<file path="config.mk">
export PLATFORM = sky130hd
export DESIGN_NAME = tmds_word_aligner
export DESIGN_NICKNAME = d
export VERILOG_FILES = /design/src/rtl/tmds_pkg.sv /design/src/rtl/tmds_ctrl_detect.sv /design/src/rtl/tmds_word_aligner.sv
export SDC_FILE = /design/constraint.sdc
export NUM_CORES = 1
export LEC_CHECK = 0
export ABC_AREA = 1
export BUFFER_PORTS_ARGS = -buffer_cell sky130_fd_sc_hd__buf_2
export CORE_MARGIN = 2
export CORE_UTILIZATION = 45
export DETAILED_ROUTE_END_ITERATION = 6
export PLACE_DENSITY_LB_ADDON = 0.08
export RECOVER_POWER = 100
export SYNTH_ARGS = -nofsm -noshare
export SYNTH_HDL_FRONTEND = slang
export SYNTH_SLANG_ARGS = --single-unit
</file>
<file path="constraint.sdc">
create_clock -name clk_pixel -period 2.7 [get_ports clk_pixel]
set_input_delay 0.135 -clock clk_pixel [delete_from_list [all_inputs] [get_ports clk_pixel]]
set_output_delay 0.135 -clock clk_pixel [all_outputs]
set_load 0.01 [all_outputs]
</file>
<file path="src/rtl/tmds_pkg.sv">
// Shared TMDS receive definitions: control-token codes, aligner states and token decoding.
// Used by tmds_word_aligner (optional build macro TMDS_RX_INVERT_EN) and tmds_ctrl_detect.
package tmds_pkg;

    localparam int unsigned SYM_W      = 10;
    localparam logic [3:0]  OFFSET_MAX = 4'd9;

    localparam logic [SYM_W-1:0] TOK_C00 = 10'h354;
    localparam logic [SYM_W-1:0] TOK_C01 = 10'h0AB;
    localparam logic [SYM_W-1:0] TOK_C10 = 10'h154;
    localparam logic [SYM_W-1:0] TOK_C11 = 10'h2AB;

    typedef enum logic [1:0] {
        ST_SEARCH  = 2'd0,
        ST_CONFIRM = 2'd1,
        ST_LOCKED  = 2'd2
    } align_state_e;

    typedef struct packed {
        logic       is_token;
        logic [1:0] ctrl;
    } ctrl_info_t;

    function automatic ctrl_info_t token_to_ctrl(input logic [SYM_W-1:0] sym);
        ctrl_info_t info;
        info = '0;
        case (sym)
            TOK_C00: info = '{is_token: 1'b1, ctrl: 2'b00};
            TOK_C01: info = '{is_token: 1'b1, ctrl: 2'b01};
            TOK_C10: info = '{is_token: 1'b1, ctrl: 2'b10};
            TOK_C11: info = '{is_token: 1'b1, ctrl: 2'b11};
            default: info = '0;
        endcase
        return info;
    endfunction

    // Window offsets run 0..9 and wrap back to 0.
    function automatic logic [3:0] next_offset(input logic [3:0] off);
        return (off >= OFFSET_MAX) ? 4'd0 : off + 4'd1;
    endfunction

endpackage

</file>
<file path="src/rtl/tmds_ctrl_detect.sv">
// Combinational classifier: 10-bit TMDS symbol -> {is_token, ctrl}.
// Shared between the receive aligner and the transmit-side test model.
module tmds_ctrl_detect
    import tmds_pkg::*;
(
    input  logic [SYM_W-1:0] i_symbol,
    output logic             o_is_token,
    output logic [1:0]       o_ctrl
);

    ctrl_info_t w_info;

    assign w_info     = token_to_ctrl(i_symbol);
    assign o_is_token = w_info.is_token;
    assign o_ctrl     = w_info.ctrl;

endmodule

</file>
<file path="src/rtl/tmds_word_aligner.sv">
// TMDS word aligner: slides a 10-bit window across two raw words until control tokens lock it.
// Define TMDS_RX_INVERT_EN to invert raw_word at the input (swapped differential pair on the board).
module tmds_word_aligner
    import tmds_pkg::*;
#(
    parameter int LOCK_HITS      = 8,
    parameter int SEARCH_TIMEOUT = 4096,
    parameter int LOSS_TIMEOUT   = 4096
) (
    input  logic             clk_pixel,
    input  logic             reset,
    input  logic [SYM_W-1:0] raw_word,
    output logic [SYM_W-1:0] aligned_word,
    output logic             ctrl_token,
    output logic [1:0]       ctrl,
    output logic             locked,
    output logic [3:0]       bit_offset
);

    localparam int ST_W  = (SEARCH_TIMEOUT > 1) ? $clog2(SEARCH_TIMEOUT) : 1;
    localparam int LT_W  = (LOSS_TIMEOUT > 1) ? $clog2(LOSS_TIMEOUT) : 1;
    localparam int HIT_W = (LOCK_HITS > 0) ? $clog2(LOCK_HITS + 1) : 1;

    localparam logic [ST_W-1:0]  SEARCH_LAST = ST_W'(SEARCH_TIMEOUT - 1);
    localparam logic [LT_W-1:0]  LOSS_LAST   = LT_W'(LOSS_TIMEOUT - 1);
    localparam logic [HIT_W-1:0] HITS_LOCK   = HIT_W'(LOCK_HITS);

    logic [SYM_W-1:0] w_raw;
    logic [18:0]      w_span;
    logic [SYM_W-1:0] w_window;
    logic             w_is_token;
    logic [1:0]       w_ctrl;
    logic [HIT_W-1:0] w_hits_next;

    logic [SYM_W-1:0] r_prev;
    logic [SYM_W-1:0] r_aligned;
    logic             r_token;
    logic [1:0]       r_ctrl;
    align_state_e     r_state;
    logic [3:0]       r_offset;
    logic [ST_W-1:0]  r_search_tmr;
    logic [LT_W-1:0]  r_loss_tmr;
    logic [HIT_W-1:0] r_hits;
    logic             r_locked;

`ifdef TMDS_RX_INVERT_EN
    assign w_raw = ~raw_word;
`else
    assign w_raw = raw_word;
`endif

    // Older word sits in the low bits because bit 0 is received first; offset 9 needs only raw[8:0].
    assign w_span = {w_raw[8:0], r_prev};

    always_comb begin
        w_window = w_span[9:0];
        case (r_offset)
            4'd1:    w_window = w_span[10:1];
            4'd2:    w_window = w_span[11:2];
            4'd3:    w_window = w_span[12:3];
            4'd4:    w_window = w_span[13:4];
            4'd5:    w_window = w_span[14:5];
            4'd6:    w_window = w_span[15:6];
            4'd7:    w_window = w_span[16:7];
            4'd8:    w_window = w_span[17:8];
            4'd9:    w_window = w_span[18:9];
            default: w_window = w_span[9:0];
        endcase
    end

    tmds_ctrl_detect u_detect (
        .i_symbol   (w_window),
        .o_is_token (w_is_token),
        .o_ctrl     (w_ctrl)
    );

    always_ff @(posedge clk_pixel) begin
        if (reset) begin
            r_prev    <= '0;
            r_aligned <= '0;
            r_token   <= 1'b0;
            r_ctrl    <= 2'b00;
        end else begin
            r_prev    <= w_raw;
            r_aligned <= w_window;
            r_token   <= w_is_token;
            r_ctrl    <= w_ctrl;
        end
    end

    // First hit of a run always restarts the count at 1; later hits saturate at LOCK_HITS.
    always_comb begin
        if (r_state == ST_CONFIRM) begin
            w_hits_next = (r_hits >= HITS_LOCK) ? HITS_LOCK : r_hits + 1'b1;
        end else begin
            w_hits_next = HIT_W'(1);
        end
    end

    always_ff @(posedge clk_pixel) begin
        if (reset) begin
            r_state      <= ST_SEARCH;
            r_offset     <= 4'd0;
            r_search_tmr <= '0;
            r_loss_tmr   <= '0;
            r_hits       <= '0;
            r_locked     <= 1'b0;
        end else begin
            case (r_state)
                ST_SEARCH, ST_CONFIRM: begin
                    // A token seen on the expiry cycle wins: the offset stays put.
                    if (w_is_token) begin
                        r_hits <= w_hits_next;
                        if (w_hits_next >= HITS_LOCK) begin
                            r_state      <= ST_LOCKED;
                            r_locked     <= 1'b1;
                            r_loss_tmr   <= '0;
                            r_search_tmr <= '0;
                        end else begin
                            r_state <= ST_CONFIRM;
                        end
                    end else if (r_search_tmr == SEARCH_LAST) begin
                        r_state      <= ST_SEARCH;
                        r_offset     <= next_offset(r_offset);
                        r_search_tmr <= '0;
                        r_hits       <= '0;
                    end else begin
                        r_state      <= ST_SEARCH;
                        r_search_tmr <= r_search_tmr + 1'b1;
                    end
                end
                ST_LOCKED: begin
                    if (w_is_token) begin
                        r_loss_tmr <= '0;
                    end else if (r_loss_tmr == LOSS_LAST) begin
                        r_state      <= ST_SEARCH;
                        r_locked     <= 1'b0;
                        r_offset     <= next_offset(r_offset);
                        r_loss_tmr   <= '0;
                        r_search_tmr <= '0;
                        r_hits       <= '0;
                    end else begin
                        r_loss_tmr <= r_loss_tmr + 1'b1;
                    end
                end
                default: begin
                    r_state  <= ST_SEARCH;
                    r_locked <= 1'b0;
                end
            endcase
        end
    end

    assign aligned_word = r_aligned;
    assign ctrl_token   = r_token;
    assign ctrl         = r_ctrl;
    assign locked       = r_locked;
    assign bit_offset   = r_offset;

endmodule

</file>
# After elaboration in Yosys (flattened, before gate mapping)
# Cells that the tools add are included.
# totals
reg_bits	58
word_cells	86
# op_classes
add_sub_neg	4
magnitude_cmp	3
eq_ne	25
muxes	35
reduce_logical	9
# ops
cell	n
2-to-1 mux 12 bit	8
case mux 10 bit (9 select lines)	1
case mux 12 bit (2 select lines)	2
2-to-1 mux 4 bit	11
adder 12 x 1 -> 12 bit (second input constant)	2
equality test 12 bit (second input constant)	2
equality test 10 bit (second input constant)	2
equality test 4 x 3 -> 1 bit (second input constant)	4
case mux 4 bit (2 select lines)	2
>= comparator 4 bit (second input constant)	3
case mux 3 bit (4 select lines)	1
AND reduction 4 bit	3
equality test 10 x 8 -> 1 bit (second input constant)	1
equality test 10 x 9 -> 1 bit (second input constant)	1
inequality test 2 bit (second input constant)	5
adder 4 x 1 -> 4 bit (second input constant)	2
equality test 4 x 2 -> 1 bit (second input constant)	2
equality test 4 bit (second input constant)	2
2-to-1 mux 2 bit	4
AND reduction 5 bit	1
equality test 4 x 1 -> 1 bit (second input constant)	1
2-to-1 mux 1 bit	4
case mux 2 bit (2 select lines)	1
inequality test 3 x 2 -> 1 bit (second input constant)	1
other kinds (10)	10

# Logic depth before layout (Yosys ltp)
# depth
depth_word	7
ltp_mapped	21
ltp_nobuf	20

# Hierarchy
# From an unflattened synthesis, not the netlist that was laid out.
# unflattened
hier_cells	562
hier_area_um2	3683.5
# by_module_without_submodules
module	n_inst	cells_each	area_each_um2
tmds_word_aligner	1	531	3557.2
tmds_ctrl_detect	1	31	126.4

# Worst setup path before layout
# Ideal clock, no wire load.
# synth_path
path_kind	reg2reg
from	register r_offset[0], in the netlist bit_offset[0]
to	register r_loss_tmr[7]
setup_time_ns	0.132
t_arrival_ns	2.413
t_required_ns	2.568
setup_slack_ns	0.155
stages_incl_launch_ff	19
path_buffers	2
cell_sequence	dfxtp_1 inv_1 ha_1 buf_2 o21ai_2 nand3_2 nor2_4 nand2_1 nand2_1 nand2_1 nor2_1 nand3_2 nand2_2 nand2_1 nand2_2 nand2_2 buf_6 nand2_1 a21oi_1
# synth_between
elab_chain_cells	6
elab_cells_between_ends	19
cone_classes	14 x eq/ne; 4 x mux; 1 x reduce/logical
# synth_lines
item	line_no	rtl
from (decl)	tmds_word_aligner.sv:40	logic [3:0] r_offset;
from (signal assigned)	tmds_word_aligner.sv:124	r_offset <= next_offset(r_offset);
from (signal assigned)	tmds_word_aligner.sv:138	r_offset <= next_offset(r_offset);
equality test 4 bit, or another cell as far along	tmds_word_aligner.sv:57	case (r_offset)
case mux 10 bit (9 select lines) *	tmds_word_aligner.sv:57	
equality test 10 bit, or another cell as far along	tmds_pkg.sv:27	case (sym)
case mux 3 bit (4 select lines) *	tmds_pkg.sv:27	
2-to-1 mux 12 bit or inequality test 2 x 1 -> 1 bit (tied branches)	--	
case mux 12 bit (2 select lines) or AND reduction 3 bit (tied branches)	--	
to (signal assigned)	tmds_word_aligner.sv:143	r_loss_tmr <= r_loss_tmr + 1'b1;
to (decl)	tmds_word_aligner.sv:42	logic [LT_W-1:0] r_loss_tmr;
# Every way passes the cells marked *; elsewhere a longest branch is shown, timed or not.
# A chain may end at the register's enable or synchronous reset.

# Final worst setup path
# layout_path
from	register r_offset[1], in the netlist bit_offset[1]
to	register r_hits[1]
# layout_between
elab_chain_cells	6
elab_cells_between_ends	20
cone_classes	15 x eq/ne; 4 x mux; 1 x reduce/logical
# layout_lines
item	line_no	rtl
equality test 4 bit, or another cell as far along	tmds_word_aligner.sv:57	
case mux 10 bit (9 select lines) *	tmds_word_aligner.sv:57	
equality test 10 bit, or another cell as far along	tmds_pkg.sv:27	
case mux 3 bit (4 select lines) *	tmds_pkg.sv:27	
inequality test 3 x 2 -> 1 bit (no line), or another cell as far along	--	
AND reduction 4 bit (no line) or case mux 4 bit (2 select lines) (tied branches)	--	
to (signal assigned)	tmds_word_aligner.sv:113	r_hits <= w_hits_next;
to (decl)	tmds_word_aligner.sv:43	logic [HIT_W-1:0] r_hits;
# Marks and branches as above.

==> key figures <==
Min path
  • Min-Delay Path Depth: 3
  • Class of the worst hold path: in -> reg

Yosys
  • Share of synthesized area occupied by flip-flops and latches: 0.285
  • Synthesized net count: 680
  • Post-Synthesis Mean Instance Area: 6.18 µm²
  • Number of standard cells after synthesis: 660
  • Synth Cell Area: 4080 µm²
  • Register bit count reported by yosys: 58
  • Yosys warning total: 0
  • Netlist cell types: 38

Drt
  • Drt pass-1 iters: 5
  • Final routed DRC violation total: 0
  • Routed Antenna Nets: 0
  • Total number of vias: 4,505
  • Initial DRC count: 477
  • Avg WL per Cell: 14.3 µm
  • Via density per instance: 5.34
  • Detailed Route WL: 12,000 µm

Power
  • Power per cell area: 377 nW/µm²
  • Sequential group share of total power: 0.473
  • Net Switching: 0.000469 W
  • Relative contribution of the clock network to total power: 0.463
  • Cell Int Power: 0.00143 W
  • Portion of total power attributed to combinational logic: 0.064
  • Leak pwr: 2.40 nW
  • Switching share of power: 0.247
  • Worst voltage drop across the vdd grid: 188 µV

Cells and area
  • Layout Nets: 751
  • Final antenna diode count: 0
  • Layout area overhead: 23.2%
  • Multi-input gate area: 2680 µm²
  • Cell area after layout: 5020 µm²
  • Fill cell count: 873
  • Reg area: 1170 µm²
  • Layout cells sized above 1: 0.222

Clocking
  • Buffer type at the clock tree root: sky130_fd_sc_hd__clkbuf_8
  • Clock insertion delay at the later pin of the skew report: 0.35 ns
  • Clk sink count: 58
  • Reg clk slew, reported paths: 0.07 ns
  • Number of buffers created by CTS: 9
  • Clock tree from TritonCTS: yes
  • H-tree depth: 3
  • CTS max path bufs: 2

Worst setup path
  • Type of destination of the critical path: flop
  • Crit path required time: 2.94 ns
  • Crit path kind: reg -> reg
  • Arrival @ worst endpoint: 2.80 ns
  • Critical Path Source Type: flop
  • Depth of the most critical reg-to-reg path: 17
  • Largest fanout on the critical path: 19

Floorplanning
  • Width of the chip: 99.2 µm
  • Total Die Area: 9840 µm²
  • DIE HEIGHT: 99.2 µm
  • Initial cell density of the core: 0.465
  • Boundary Pins: 30
  • Std-Cell Core Area: 8760 µm²
  • Number of placement rows: 34

Timing
  • Max-Slew Margin vs Limit: 0.533
  • Transition at the pin with the smallest max-transition slack: 0.697 ns
  • Worst-case setup margin in the final layout: 0.141 ns
  • Fin Clk Skew: 0.00894 ns
  • Crit path time final: 2.56 ns
  • Share of the clock period used by the worst path after layout: 0.948
  • Total negative slack for setup checks: 0 ns
  • Hold violation total from the final report: 0
  • Max Transition Viols Final: 0
  • Final count of negative-setup-slack endpoints: 0
  • Maximum achievable frequency: 0.391 GHz
  • Unrepaired setup endpoints after global routing: yes

Run status
  • Status: finished, final reports clean

Global route
  • Pin count of the biggest net entering global routing: 40
  • All-layer global routing usage: 0.248
  • Number of global-route vias before repair: 4,105
  • Initial antenna violation count: 0
  • Sum of overflow across all layers after global routing: 0
  • Global-route wire length before repair: 19,800 µm

Place
  • Total cell area at the placement stage: 4590 µm²
  • HPWL after DPL: 8630 µm
  • Setup slack at placement: -0.0996 ns
  • Final Wtd Congestion: 1.00
  • Count of input and output buffers: 29

Flow run
  • Max Cap Viol: 0
==> layer usage <==
layer,GRT usage,share of wire
met1,0.350,0.48
met2,0.384,0.43
met3,0.0450,0.070
met4,0.0843,0.022
met5,0,0
==> critical path, stage by stage, from the launching register on <==
cell	delay, ns
sky130_fd_sc_hd__dfxtp_4	0.37
sky130_fd_sc_hd__inv_2	0.07
sky130_fd_sc_hd__ha_4	0.17
sky130_fd_sc_hd__buf_6	0.17
sky130_fd_sc_hd__o21ai_4	0.18
sky130_fd_sc_hd__nand3_4	0.13
sky130_fd_sc_hd__nor2_4	0.18
sky130_fd_sc_hd__nand2_1	0.07
sky130_fd_sc_hd__nand2_1	0.07
sky130_fd_sc_hd__nand2_1	0.09
sky130_fd_sc_hd__nor2_2	0.15
sky130_fd_sc_hd__nand3_2	0.14
sky130_fd_sc_hd__nand3b_2	0.16
sky130_fd_sc_hd__nand2_8	0.14
sky130_fd_sc_hd__nand2_2	0.15
sky130_fd_sc_hd__inv_1	0.06
sky130_fd_sc_hd__nor2_1	0.08
sky130_fd_sc_hd__nor2_1	0.05
==> what timing repair did <==
item / CTS / global route
resized for setup: 15 / 40
endpoints found under the hold margin: 1 / 0
hold buffers: 1 / 0
buffers inserted: 0 / 2
pin swaps: 1 / 10
gates cloned: 1 / 1
setup endpoints to repair: 31 / 34
==> flip-flops by register name, summed over array words and instances, names as in the netlist <==
name / flops
r_search_tmr: 12
r_prev: 10
r_hits: 4
aligned_word: 10
locked: 1
ctrl_token: 1
r_loss_tmr: 12
ctrl: 2
bit_offset: 4
r_state: 2
==> cell usage in the layout, fill, tap and decap left out, types with 2 or more instances in the layout <==
master	netlist	routed
sky130_fd_sc_hd__nor2_2	9	14
sky130_fd_sc_hd__nor2_1	122	114
sky130_fd_sc_hd__nand2_2	6	12
sky130_fd_sc_hd__inv_2	6	8
sky130_fd_sc_hd__bufinv_16	0	2
sky130_fd_sc_hd__nor3_1	11	11
sky130_fd_sc_hd__a21oi_1	23	20
sky130_fd_sc_hd__a21oi_2	0	3
sky130_fd_sc_hd__or2_2	5	5
sky130_fd_sc_hd__buf_2	8	15
sky130_fd_sc_hd__clkbuf_8	0	9
sky130_fd_sc_hd__nand2_4	2	3
sky130_fd_sc_hd__clkinv_2	0	3
sky130_fd_sc_hd__nand3_2	6	7
sky130_fd_sc_hd__nand4_1	28	28
sky130_fd_sc_hd__dfxtp_1	58	55
sky130_fd_sc_hd__o22ai_1	4	4
sky130_fd_sc_hd__nand2_1	165	157
sky130_fd_sc_hd__inv_1	66	63
sky130_fd_sc_hd__xor2_1	7	7
sky130_fd_sc_hd__a211oi_1	2	2
sky130_fd_sc_hd__ha_4	0	4
sky130_fd_sc_hd__dfxtp_4	0	2
sky130_fd_sc_hd__o21ai_0	12	11
sky130_fd_sc_hd__clkbuf_1	5	14
sky130_fd_sc_hd__buf_4	3	49
sky130_fd_sc_hd__nand3b_1	5	5
sky130_fd_sc_hd__o21ai_4	0	2
sky130_fd_sc_hd__ha_1	8	4
sky130_fd_sc_hd__nand3_4	3	4
sky130_fd_sc_hd__nor2_4	5	10
sky130_fd_sc_hd__buf_6	6	2
sky130_fd_sc_hd__nand3_1	71	69
==> logic make-up (layout without fill, tap and decap cells) <==
logic type	count (synthesis)	after routing	share of synthesized area
compound gates	48	48	0.0669
fa+ha+maj	8	8	0.0245
xor+xnor	8	8	0.0172
simple gates	441	443	0.500
flops	58	58	0.285
buf+inv	97	170	0.106
==> cells in the mapped netlist (all sizes together) <==
master  instances  share of area
xor2            7          0.015
dfxtp          58           0.28
ha              8          0.025
a31oi           1         0.0015
a21oi          24          0.032
nand2         173           0.17
and3            1         0.0015
o22ai           4         0.0061
nor3           11          0.014
clkbuf          5         0.0046
or2             5         0.0077
a211oi          2         0.0037
nand3b          6          0.012
xnor2           1         0.0021
nor2          136           0.14
o21bai          1         0.0018
nand4          28          0.043
buf            19          0.034
nand3          80           0.11
nor4            1         0.0015
inv            73          0.068
o21ai          15          0.019
o221ai          1         0.0021
==> power by group through the flow <==
stage | registers [W] | clock network (W) | logic [W]
final | 0.000896 | 0.000878 | 0.000122
after global placement | 0.000916 | 0 | 0.000117
after CTS | 0.000895 | 0.000891 | 0.000120
after global routing | 0.000896 | 0.000927 | 0.000138
after floorplan | 0.000906 | 0 | 0.0000708
after detailed placement | 0.000915 | 0 | 0.000118
==> layout make-up <==
type	instances	area share
Clock buffer	9	0.0247
Clock inverter	6	0.0164
Inverter	73	0.0561
Multi-Input combinational cell	507	0.534
Sequential cell	58	0.233
Tap cell	108	0.0269
Timing Repair Buffer	82	0.109
==> final timing paths <==
check,from,end,slack [ns]
worst max-delay path,bit_offset[1],r_hits[1],0.14
worst min register to register,locked,locked,0.47
worst min-delay path,raw_word[8],r_prev[8],0.01
worst max register to register,bit_offset[1],r_hits[1],0.14
==> metrics by stage <==
stage          utilization  power, W  hold WS (ns)  std cells
4_1_cts              0.556   0.00191        0.0139        840
5_1_grt              0.573   0.00196        0.0569        843
6_report             0.573   0.00190        0.0137        843
3_5_place_dp         0.524   0.00103         0.351        823
3_3_place_gp         0.524   0.00103         0.333        823
2_1_floorplan            -  0.000977         0.219        660
(Power assumes the default switching activity.)
